**src/rtl/fetch_pkg.sv**
```systemverilog
// Shared types, constants and helpers for the instruction-fetch front end.
package fetch_pkg;

  typedef enum logic [1:0] {
    IDLE  = 2'd0,
    FETCH = 2'd1,
    FULL  = 2'd2
  } fetch_state_e;

  localparam int PC_INCR = 4;
  localparam int INSTR_W = 32;
  localparam int J_IDX_W = 26;
  localparam int IMM_W   = 16;

  function automatic int cnt_width(input int depth);
    return $clog2(depth) + 1;
  endfunction

  function automatic logic [31:0] sat_add32(input logic [31:0] a, input logic [31:0] b);
    logic [32:0] sum;
    sum = {1'b0, a} + {1'b0, b};
    return sum[32] ? 32'hFFFF_FFFF : sum[31:0];
  endfunction

endpackage

```
**src/rtl/fetch_buffer.sv**
```systemverilog
// Synchronous FIFO of {pc, instr} entries between fetch and decode.
// Clear wins over push and pop; pointers wrap modulo BUF_DEPTH (a power of two).
module fetch_buffer
  import fetch_pkg::*;
#(
  parameter int XLEN      = 32,
  parameter int BUF_DEPTH = 2,
  localparam int CW       = cnt_width(BUF_DEPTH),
  localparam int PW       = $clog2(BUF_DEPTH)
) (
  input  logic               clk,
  input  logic               reset,
  input  logic               push,
  input  logic               pop,
  input  logic               clear,
  input  logic [XLEN-1:0]    wr_pc,
  input  logic [INSTR_W-1:0] wr_instr,
  output logic [XLEN-1:0]    rd_pc,
  output logic [INSTR_W-1:0] rd_instr,
  output logic [CW-1:0]      count,
  output logic               full,
  output logic               empty
);

  logic [XLEN-1:0]    pc_mem_r    [BUF_DEPTH];
  logic [INSTR_W-1:0] instr_mem_r [BUF_DEPTH];
  logic [PW-1:0]      wr_ptr_r;
  logic [PW-1:0]      rd_ptr_r;
  logic [CW-1:0]      count_r;
  logic               push_s;
  logic               pop_s;

  assign full     = (count_r == CW'(BUF_DEPTH));
  assign empty    = (count_r == CW'(0));
  assign push_s   = push & ~full & ~clear;
  assign pop_s    = pop & ~empty;
  assign count    = count_r;
  assign rd_pc    = pc_mem_r[rd_ptr_r];
  assign rd_instr = instr_mem_r[rd_ptr_r];

  // Storage array: contents are only observed through a valid head, so no reset.
  always_ff @(posedge clk) begin
    if (push_s) begin
      pc_mem_r[wr_ptr_r]    <= wr_pc;
      instr_mem_r[wr_ptr_r] <= wr_instr;
    end
  end

  // Pointer and occupancy bookkeeping.
  always_ff @(posedge clk or negedge reset) begin
    if (!reset) begin
      wr_ptr_r <= '0;
      rd_ptr_r <= '0;
      count_r  <= '0;
    end else if (clear) begin
      wr_ptr_r <= '0;
      rd_ptr_r <= '0;
      count_r  <= '0;
    end else begin
      if (push_s) wr_ptr_r <= wr_ptr_r + PW'(1);
      if (pop_s)  rd_ptr_r <= rd_ptr_r + PW'(1);
      count_r <= count_r + CW'(push_s) - CW'(pop_s);
    end
  end

endmodule

```
**src/rtl/fetch_unit.sv**
```systemverilog
// Instruction-fetch front end: owns the PC, talks to imem, buffers toward decode.
// Optional performance counters are built only when FETCH_PERF_EN is defined.
module fetch_unit
  import fetch_pkg::*;
#(
  parameter int              XLEN      = 32,
  parameter logic [XLEN-1:0] RESET_PC  = '0,
  parameter int              BUF_DEPTH = 2
) (
  input  logic               clk,
  input  logic               reset,
  output logic               imem_req,
  output logic [XLEN-1:0]    imem_addr,
  input  logic               imem_ready,
  input  logic [INSTR_W-1:0] imem_rdata,
  output logic               if_valid,
  output logic [INSTR_W-1:0] if_instr,
  output logic [XLEN-1:0]    if_pc,
  output logic [XLEN-1:0]    if_pcplus4,
  input  logic               if_ready,
  input  logic               resolve_valid,
  input  logic [XLEN-1:0]    resolve_pc,
  input  logic [INSTR_W-1:0] resolve_instr,
  input  logic               pcsrc,
  input  logic               jump,
  input  logic               jr,
  input  logic [XLEN-1:0]    jr_target,
  output logic               redirect,
  output logic [31:0]        perf_fetched,
  output logic [31:0]        perf_flushed
);

  localparam int CW = cnt_width(BUF_DEPTH);

  fetch_state_e       state_r;
  logic [XLEN-1:0]    pc_r;
  logic               redirect_r;
  logic               accept_s;
  logic               pop_s;
  logic               push_s;
  logic               redir_s;
  logic [XLEN-1:0]    p4_s;
  logic [XLEN-1:0]    br_off_s;
  logic [XLEN-1:0]    target_s;
  logic [CW-1:0]      count_s;
  logic [CW-1:0]      count_next_s;
  logic               full_s;
  logic               empty_s;
  logic [XLEN-1:0]    head_pc_s;
  logic [INSTR_W-1:0] head_instr_s;
  logic               unused_s;

  assign imem_req     = (state_r == FETCH);
  assign imem_addr    = pc_r;
  assign if_valid     = ~empty_s;
  assign accept_s     = imem_req & imem_ready;
  assign pop_s        = if_valid & if_ready;
  assign redir_s      = resolve_valid & (jr | jump | pcsrc);
  assign push_s       = accept_s & ~redir_s;
  assign count_next_s = count_s + CW'(push_s) - CW'(pop_s);
  assign redirect     = redirect_r;
  assign unused_s     = ^{resolve_instr[INSTR_W-1:J_IDX_W], full_s};

  // Head is presented as zeros whenever the buffer is empty.
  assign if_pc      = if_valid ? head_pc_s : '0;
  assign if_instr   = if_valid ? head_instr_s : '0;
  assign if_pcplus4 = if_valid ? head_pc_s + XLEN'(PC_INCR) : '0;

  // Redirect target selection, jr > jump > branch.
  always_comb begin
    p4_s     = resolve_pc + XLEN'(PC_INCR);
    br_off_s = {{(XLEN-IMM_W-2){resolve_instr[IMM_W-1]}}, resolve_instr[IMM_W-1:0], 2'b00};
    if (jr) begin
      target_s = jr_target;
    end else if (jump) begin
      target_s = {p4_s[XLEN-1:28], resolve_instr[J_IDX_W-1:0], 2'b00};
    end else begin
      target_s = p4_s + br_off_s;
    end
  end

  // PC, fetch state machine and redirect pulse.
  always_ff @(posedge clk or negedge reset) begin
    if (!reset) begin
      state_r    <= IDLE;
      pc_r       <= RESET_PC;
      redirect_r <= 1'b0;
    end else begin
      redirect_r <= redir_s;
      if (redir_s) begin
        pc_r    <= target_s;
        state_r <= FETCH;
      end else begin
        if (accept_s) pc_r <= pc_r + XLEN'(PC_INCR);
        case (state_r)
          IDLE:    state_r <= FETCH;
          FETCH:   if (count_next_s == CW'(BUF_DEPTH)) state_r <= FULL;
          FULL:    if (pop_s) state_r <= FETCH;
          default: state_r <= IDLE;
        endcase
      end
    end
  end

  fetch_buffer #(
    .XLEN      (XLEN),
    .BUF_DEPTH (BUF_DEPTH)
  ) u_buf (
    .clk      (clk),
    .reset    (reset),
    .push     (push_s),
    .pop      (pop_s),
    .clear    (redir_s),
    .wr_pc    (pc_r),
    .wr_instr (imem_rdata),
    .rd_pc    (head_pc_s),
    .rd_instr (head_instr_s),
    .count    (count_s),
    .full     (full_s),
    .empty    (empty_s)
  );

`ifdef FETCH_PERF_EN
  logic [31:0] perf_fetched_r;
  logic [31:0] perf_flushed_r;
  logic [CW-1:0] flush_n_s;

  // Entries lost to a redirect; a same-cycle pop already went to decode.
  assign flush_n_s = count_s - CW'(pop_s);

  // Saturating accept and flush counters.
  always_ff @(posedge clk or negedge reset) begin
    if (!reset) begin
      perf_fetched_r <= 32'd0;
      perf_flushed_r <= 32'd0;
    end else begin
      if (accept_s) perf_fetched_r <= sat_add32(perf_fetched_r, 32'd1);
      if (redir_s)  perf_flushed_r <= sat_add32(perf_flushed_r, 32'(flush_n_s));
    end
  end

  assign perf_fetched = perf_fetched_r;
  assign perf_flushed = perf_flushed_r;
`else
  assign perf_fetched = 32'd0;
  assign perf_flushed = 32'd0;
`endif

endmodule

```
**config.mk**
```make
export PLATFORM = sky130hd
export DESIGN_NAME = fetch_unit
export DESIGN_NICKNAME = d
export VERILOG_FILES = /design/src/rtl/fetch_pkg.sv /design/src/rtl/fetch_buffer.sv /design/src/rtl/fetch_unit.sv
export SDC_FILE = /design/constraint.sdc
export NUM_CORES = 1
export LEC_CHECK = 0
export CORE_ASPECT_RATIO = 1.1
export CORE_MARGIN = 2
export CORE_UTILIZATION = 45
export CTS_CLUSTER_SIZE = 16
export DETAILED_ROUTE_END_ITERATION = 16
export PLACE_DENSITY = 0.78
export SYNTH_ARGS = -nofsm -noshare
export SYNTH_HDL_FRONTEND = slang
export SYNTH_SLANG_ARGS = --single-unit
export TNS_END_PERCENT = 10
```
**constraint.sdc**
```tcl
create_clock -name clk -period 6.39 [get_ports clk]
set_input_delay 1.917 -clock clk [delete_from_list [all_inputs] [get_ports clk]]
set_output_delay 1.917 -clock clk [all_outputs]
set_load 0.03 [all_outputs]
```
==> flow_metrics.tcl, run 1 <==
set metrics [dict create \
    hold_path_class "reg -> reg" \
    clockBufferDepth 2 \
    critPathBufInv 1 \
    r2r-end "imem_addr[31]$_DFFE_PN0P_" \
    power_density_nw_per_um2 358 \
    routed_via_density 5.39 \
    synth_warnings 0 \
    drtIter0Drc 570 \
    cellLeakagePower_nw 5.34 \
    antenna_found_initial 0 \
    rsz0062_at_grt "no" \
    fin_skew_ns 0.00940 \
    fin_crit_sh_pct 92.3 \
    grt_pass1_vias 8594 \
    port-buffer-count 260 \
    synth_cell_types 76 \
    syn_avg_cell_area_um2 9.90 \
    worst_slew_pin_slew_ns 0.884 \
    crit_path_end "if_pcplus4[27]" \
    endpoint_kind "output pin" \
    relSlewSlack_pct 41.1 \
    cts_buffers 17 \
    cap_violations 0 \
    worstPathArrival_ns 3.98 \
    row_count 60 \
    cp_max_fo 59 \
    crit_path_start "u_buf.rd_ptr_r$_DFFE_PN0P_" \
    vias 9047 \
    ff_latch_area_um2 4820 \
    syn_inst 1117 \
    synthFlopType "edfxtp_1" \
    power_w 0.00511 \
    status "finished clean" \
    wl_per_cell_um 17.2 \
    drc 0 \
    cp_top_family "simple AND/OR/NAND/NOR gates" \
    start_util_pct 45.4 \
    dr.pass1.iters 5 \
    cts_tree "done" \
    fp.coreArea_um2 24300 \
    fmax_ghz 0.169 \
    worstSetupStartpointType "flop" \
    cp_num_cells 8 \
    slew_viol_final 0 \
    setup_tns_ns 0 \
    period_needed_ns 5.90 \
    fp.dieH_um 168 \
    ctsHoldBuffers 0 \
    rr_worst_depth 8 \
    synthArstFlopShare_pct 23.4 \
    slowest_delay_ns 0.96 \
    syn_area_um2 11100 \
    ant_nets 0 \
    insertion_delay_ns 0.43 \
    grt_overflow_total 0 \
    cts-root-buf "clkbuf_16" \
    grt_max_degree 88 \
    path_clk_slew_ns 0.06 \
    worstPathRequired_ns 4.47 \
    rr_startpoint "imem_addr[9]$_DFFE_PN0P_" \
    synth_area_leaders "edfxtp_1 (35%), dfrtp_1 (8.8%), mux2i_1 (6.2%)" \
    critical_path.slowest_cell "dfrtp_4" \
    die_area_um2 25800 \
    crit_chain "mux2i_1 > or4_4 > nor3_4 > nand2_2 > or3_1 > xnor2_1 > nor2_1 > clkdlybuf4s50_1" \
    ys_seq_area_share_pct 43.6 \
    fin_nets 1534 \
    clock-sinks 167 \
    h-tree-depth 4 \
    fillers 2063 \
    diodes 0 \
    gp_congestion 0.893 \
    post_cts.repair.setup_buffers 0 \
    setup_viol 0 \
    cts_resized 0 \
    synth_top_area_cell "edfxtp_1" \
    fp.dieW_um 153 \
    yosysTopAreaCellShare_pct 34.8 \
    grt_usage_pct 21.8 \
    multi_input_area_um2 5700 \
    hold_viol_final 0 \
    holdPathStages 0 \
    ys_seq_elements 167 \
    postRouteWirelength_um 28800 \
    grt_pass1_wl_um 45200 \
    io_pins 331 \
    synth_edf_count 128 \
    drive_above_1_share_pct 5.11 \
    path_class "reg -> out" \
    hpwl_um 22200 \
    ir_worst_vdd_v 0.000189 \
    reg2reg_slack_ns 3.86 \
    syn2layout_area_growth_pct 29.2 \
]
## cells in the mapped netlist, drive strengths merged (20+ instances only)
cell,n
ha,40
nor2,153
nor3,20
clkbuf,31
xor2,39
nand3,35
nand2,81
inv,22
dfrtp,39
nand4,27
mux2i,68
buf,81
xnor2,60
a21o,20
a21oi,58
o21ai,46
edfxtp,128
## metal layers
metal / up-vias / share of wire (%) / GRT usage (%)
met5: - / 0 / 0
met4: 0 / 1.9 / 6.70
met3: 34 / 5.6 / 3.96
met2: 300 / 50 / 38.4
met1: 4317 / 42 / 27.5
li1: 4396 / - / -
## state kept, by name, indices dropped and copies added (netlist names)
signal and cells:
u_buf.count 2, u_buf.rd_ptr_r 1, u_buf.instr_mem_r 64, u_buf.pc_mem_r 64
redirect 1, state_r 2, imem_addr 32, u_buf.wr_ptr_r 1
## report_power, final
group	switching [W]	internal [W]	leakage [nW]
clock	0.000404	0.000652	0.288
sequential	0.000201	0.00138	1.62
combinational	0.00148	0.000992	3.43
total	0.00209	0.00302	5.34
## worst min path at each step
stage / startpoint / endpoint
final: imem_addr[0]$_DFFE_PN0P_ / u_buf.pc_mem_r[1][0]$_DFFE_PP_
after global routing: imem_addr[0]$_DFFE_PN0P_ / u_buf.pc_mem_r[0][0]$_DFFE_PP_
after CTS: imem_addr[0]$_DFFE_PN0P_ / u_buf.pc_mem_r[1][0]$_DFFE_PP_
after detailed placement: imem_addr[0]$_DFFE_PN0P_ / u_buf.pc_mem_r[1][0]$_DFFE_PP_
after global placement: imem_addr[0]$_DFFE_PN0P_ / u_buf.pc_mem_r[0][0]$_DFFE_PP_
after floorplan: u_buf.wr_ptr_r$_DFFE_PN0P_ / u_buf.wr_ptr_r$_DFFE_PN0P_
## per-stage QoR
stage | cell area (um2) | worst slack, ns | hold WS, ns | cells | util (%)
global placement | 13700 | 0.653 | 0.487 | 1648 | 56.2
global route | 14300 | 0.209 | 0.535 | 1680 | 58.7
detailed placement | 13700 | 0.555 | 0.499 | 1648 | 56.2
floorplan | 11300 | 1.15 | 0.541 | 1180 | -
CTS | 14300 | 0.455 | 0.514 | 1680 | 58.7
finish | 14300 | 0.489 | 0.511 | 1680 | 58.7
## worst reg2reg max path, delay by kind of cell (launching register included)
| kind | cells | cell delay (ns) |
|---|---|---|
| flops | 1 | 0.52 |
| simple gates | 5 | 1.30 |
| compound gates | 2 | 0.45 |
| xor+xnor | 1 | 0.18 |
## cell families after synthesis
group                    Yosys count  share of synthesized area, %
adder cells (fa/ha/maj)           41                          4.71
buffers and inverters            134                          7.14
flip-flops                       167                          43.6
other                              1                        0.0339
AO/OA/AOI/OAI                    207                          12.4
AND/OR/NAND/NOR                  396                          17.7
multiplexers                      72                          6.57
XOR/XNOR                          99                          7.84
## layout make-up
type	count	area share (%)
Clock buffer	19	3.03
Tap cell	310	2.72
Clock inverter	13	1.25
Multi-Input combinational cell	879	39.9
Inverter	22	0.578
Timing Repair Buffer	270	18.7
Sequential cell	167	33.8
## layout by cell type, fill, tap and decap left out, drive strengths merged, types with 7 or more instances in the layout
| cell | instances |
|---|---|
| nand4 | 27 |
| inv | 23 |
| xnor2 | 60 |
| xor2 | 39 |
| nor3 | 20 |
| a211oi | 11 |
| nand2 | 81 |
| a31oi | 7 |
| clkdlybuf4s50 | 259 |
| and2 | 12 |
| nor4 | 7 |
| clkbuf | 19 |
| nand3 | 35 |
| and3 | 9 |
| dfrtp | 39 |
| conb | 64 |
| a21oi | 58 |
| mux2i | 68 |
| ha | 40 |
| buf | 11 |
| nor2b | 9 |
| o211ai | 14 |
| o21ai | 46 |
| a21o | 20 |
| or3 | 13 |
| nor2 | 153 |
| nand2b | 10 |
| edfxtp | 128 |
Note: power is estimated with default switching activity, not from simulation.
==> inputs of run 2 (changes only) <==
- SLEW_MARGIN: unset -> 20
==> results of run 2 <==
Final layout, timing and power as in run 1 (identical DEF).
==> inputs of run 3 (changes only) <==
- clock period: 6.39 -> 7.4 ns (I/O delays scaled with it)
==> run 3 against run 2 <==
Net effect:
- sequential cell count is the same
- via count grew 0.80%
- setup slack gained 0.58 ns
- cell count is the same
- largest cell class unchanged
==> flow_metrics.tcl, run 3 (synthesized netlist as in run 1, its figures left out) <==
set metrics [dict create \
    status "finished clean" \
    insertion_delay_ns 0.42 \
    vias 9119 \
    drive_above_1_share_pct 5.26 \
    cap_violations 0 \
    endpoint_kind "output pin" \
    diodes 0 \
    cts_resized 0 \
    rsz0062_at_grt "no" \
    grt_usage_pct 21.5 \
    routed_via_density 5.43 \
    worstSetupStartpointType "flop" \
    antenna_found_initial 0 \
    postRouteWirelength_um 28500 \
    grt_pass1_wl_um 44600 \
    h-tree-depth 4 \
    final_common_cell "clkdlybuf4s50_1" \
    cp_top_family "simple AND/OR/NAND/NOR gates" \
    critPathBufInv 1 \
    row_count 60 \
    crit_chain "a32oi_1 > or4_4 > nor3_4 > nand2_2 > or3_1 > xnor2_1 > nor2_1 > clkdlybuf4s50_1" \
    grt_max_degree 68 \
    fp.dieW_um 153 \
    dp.cells 1648 \
    layout.cells.non_filler 1680 \
    port-buffer-count 260 \
    cts_buffers 17 \
    period_needed_ns 6.33 \
    slowest_delay_ns 1.05 \
    clockBufferDepth 2 \
    fin_skew_ns 0.00982 \
    fmax_ghz 0.158 \
    path_class "reg -> out" \
    drc 0 \
    ctsHoldBuffers 0 \
    fin_crit_sh_pct 85.5 \
    cp_max_fo 67 \
    ir_worst_vdd_v 0.000193 \
    relSlewSlack_pct 35.6 \
    fin_nets 1534 \
    design_area_um2 14300 \
    cts-root-buf "clkbuf_16" \
    final_cell_mix "clkdlybuf4s50_1 (259), nor2_1 (152), edfxtp_1 (128), nand2_1 (80), mux2i_1 (68)" \
    syn2layout_area_growth_pct 29.3 \
    clock-sinks 167 \
    setup_viol 0 \
    post_cts.repair.setup_buffers 0 \
    grt_overflow_total 0 \
    setup_tns_ns 0 \
    slew_viol_final 0 \
    worstPathArrival_ns 4.11 \
    hold_viol_final 0 \
    power_w 0.00442 \
    worst_slew_pin_slew_ns 0.967 \
    path_clk_slew_ns 0.07 \
    drtIter0Drc 491 \
    die_area_um2 25800 \
    gp_congestion 0.890 \
    hpwl_um 22000 \
    fp.coreArea_um2 24300 \
    placed_cell_area_um2 13700 \
    fin_util_pct 58.8 \
    worstPathRequired_ns 5.18 \
    power_density_nw_per_um2 310 \
    critical_path.slowest_cell "dfrtp_4" \
    fillers 2028 \
    wl_per_cell_um 17.0 \
    io_pins 331 \
    start_util_pct 45.4 \
    fp.dieH_um 168 \
    ant_nets 0 \
    cts_tree "done" \
    cellLeakagePower_nw 5.35 \
    grt_pass1_vias 8623 \
    dr.pass1.iters 7 \
    hold_path_class "reg -> reg" \
]
[run 3: cell types whose count changed in the layout (fill, tap and decap cells not counted)]
cell        change
clkinv_4        +1
clkinv_2        +1
clkbuf_1        +1
clkbuf_8        +1
clkinvlp_4      -1
clkinv_1        -3
[run 3: per-layer routing]
layer	GRT usage (%)	vias to the layer above	wire length [um]
li1	-	4399	-
met1	27.0	4321	11700
met2	36.9	353	14000
met3	4.02	46	2030
met4	7.90	0	769
met5	0	-	0
[run 3: report_power, final]
part,switching [W],internal (W),leakage (nW)
combinational,0.00126,0.000859,3.43
sequential,0.000183,0.00119,1.62
clock,0.000351,0.000576,0.299
total,0.00180,0.00263,5.35
[run 3: layout make-up]
class / count / area [um2] / share of cell area, %
clock inverters: 11 / 174 / 1.22
clock buffers: 21 / 450 / 3.15
repair buffers: 270 / 2670 / 18.7
flip-flops and latches: 167 / 4820 / 33.8
inverters: 22 / 82.6 / 0.578
multi-input cells: 879 / 5700 / 39.9
well taps: 310 / 388 / 2.71
[run 3: worst register-to-register path, cell delays in order, from the launching register on]
cell and delay (ns):
dfrtp_1 0.43, nor2_4 0.47, inv_1 0.31, and2_1 0.28
ha_1 0.30, inv_1 0.05, ha_1 0.19, xnor2_1 0.13
nor2_1 0.14, o21ai_0 0.10, nand2_1 0.08, nand2_1 0.05
[run 3: worst paths after layout]
path / start / endpoint / slack, ns / cells after the start
min reg2reg: imem_addr[0]$_DFFE_PN0P_ / u_buf.pc_mem_r[0][0]$_DFFE_PP_ / 0.51 / 0
min in group asynchronous: reset / imem_addr[0]$_DFFE_PN0P_ / 1.91 / 1
max: u_buf.rd_ptr_r$_DFFE_PN0P_ / if_pcplus4[27] / 1.07 / 8
max reg2reg: u_buf.count[1]$_DFF_PN0_ / state_r[0]$_DFFE_PN0P_ / 4.74 / 11
min: imem_addr[0]$_DFFE_PN0P_ / u_buf.pc_mem_r[0][0]$_DFFE_PP_ / 0.51 / 0
max in group asynchronous: reset / u_buf.rd_ptr_r$_DFFE_PN0P_ / 4.82 / 1
[run 3: through the flow]
stage,hold WS [ns],setup WS [ns]
floorplan,0.524,0.624
global placement,0.478,1.32
detailed placement,0.501,1.28
CTS,0.520,1.03
global route,0.538,0.869
finish,0.513,1.07
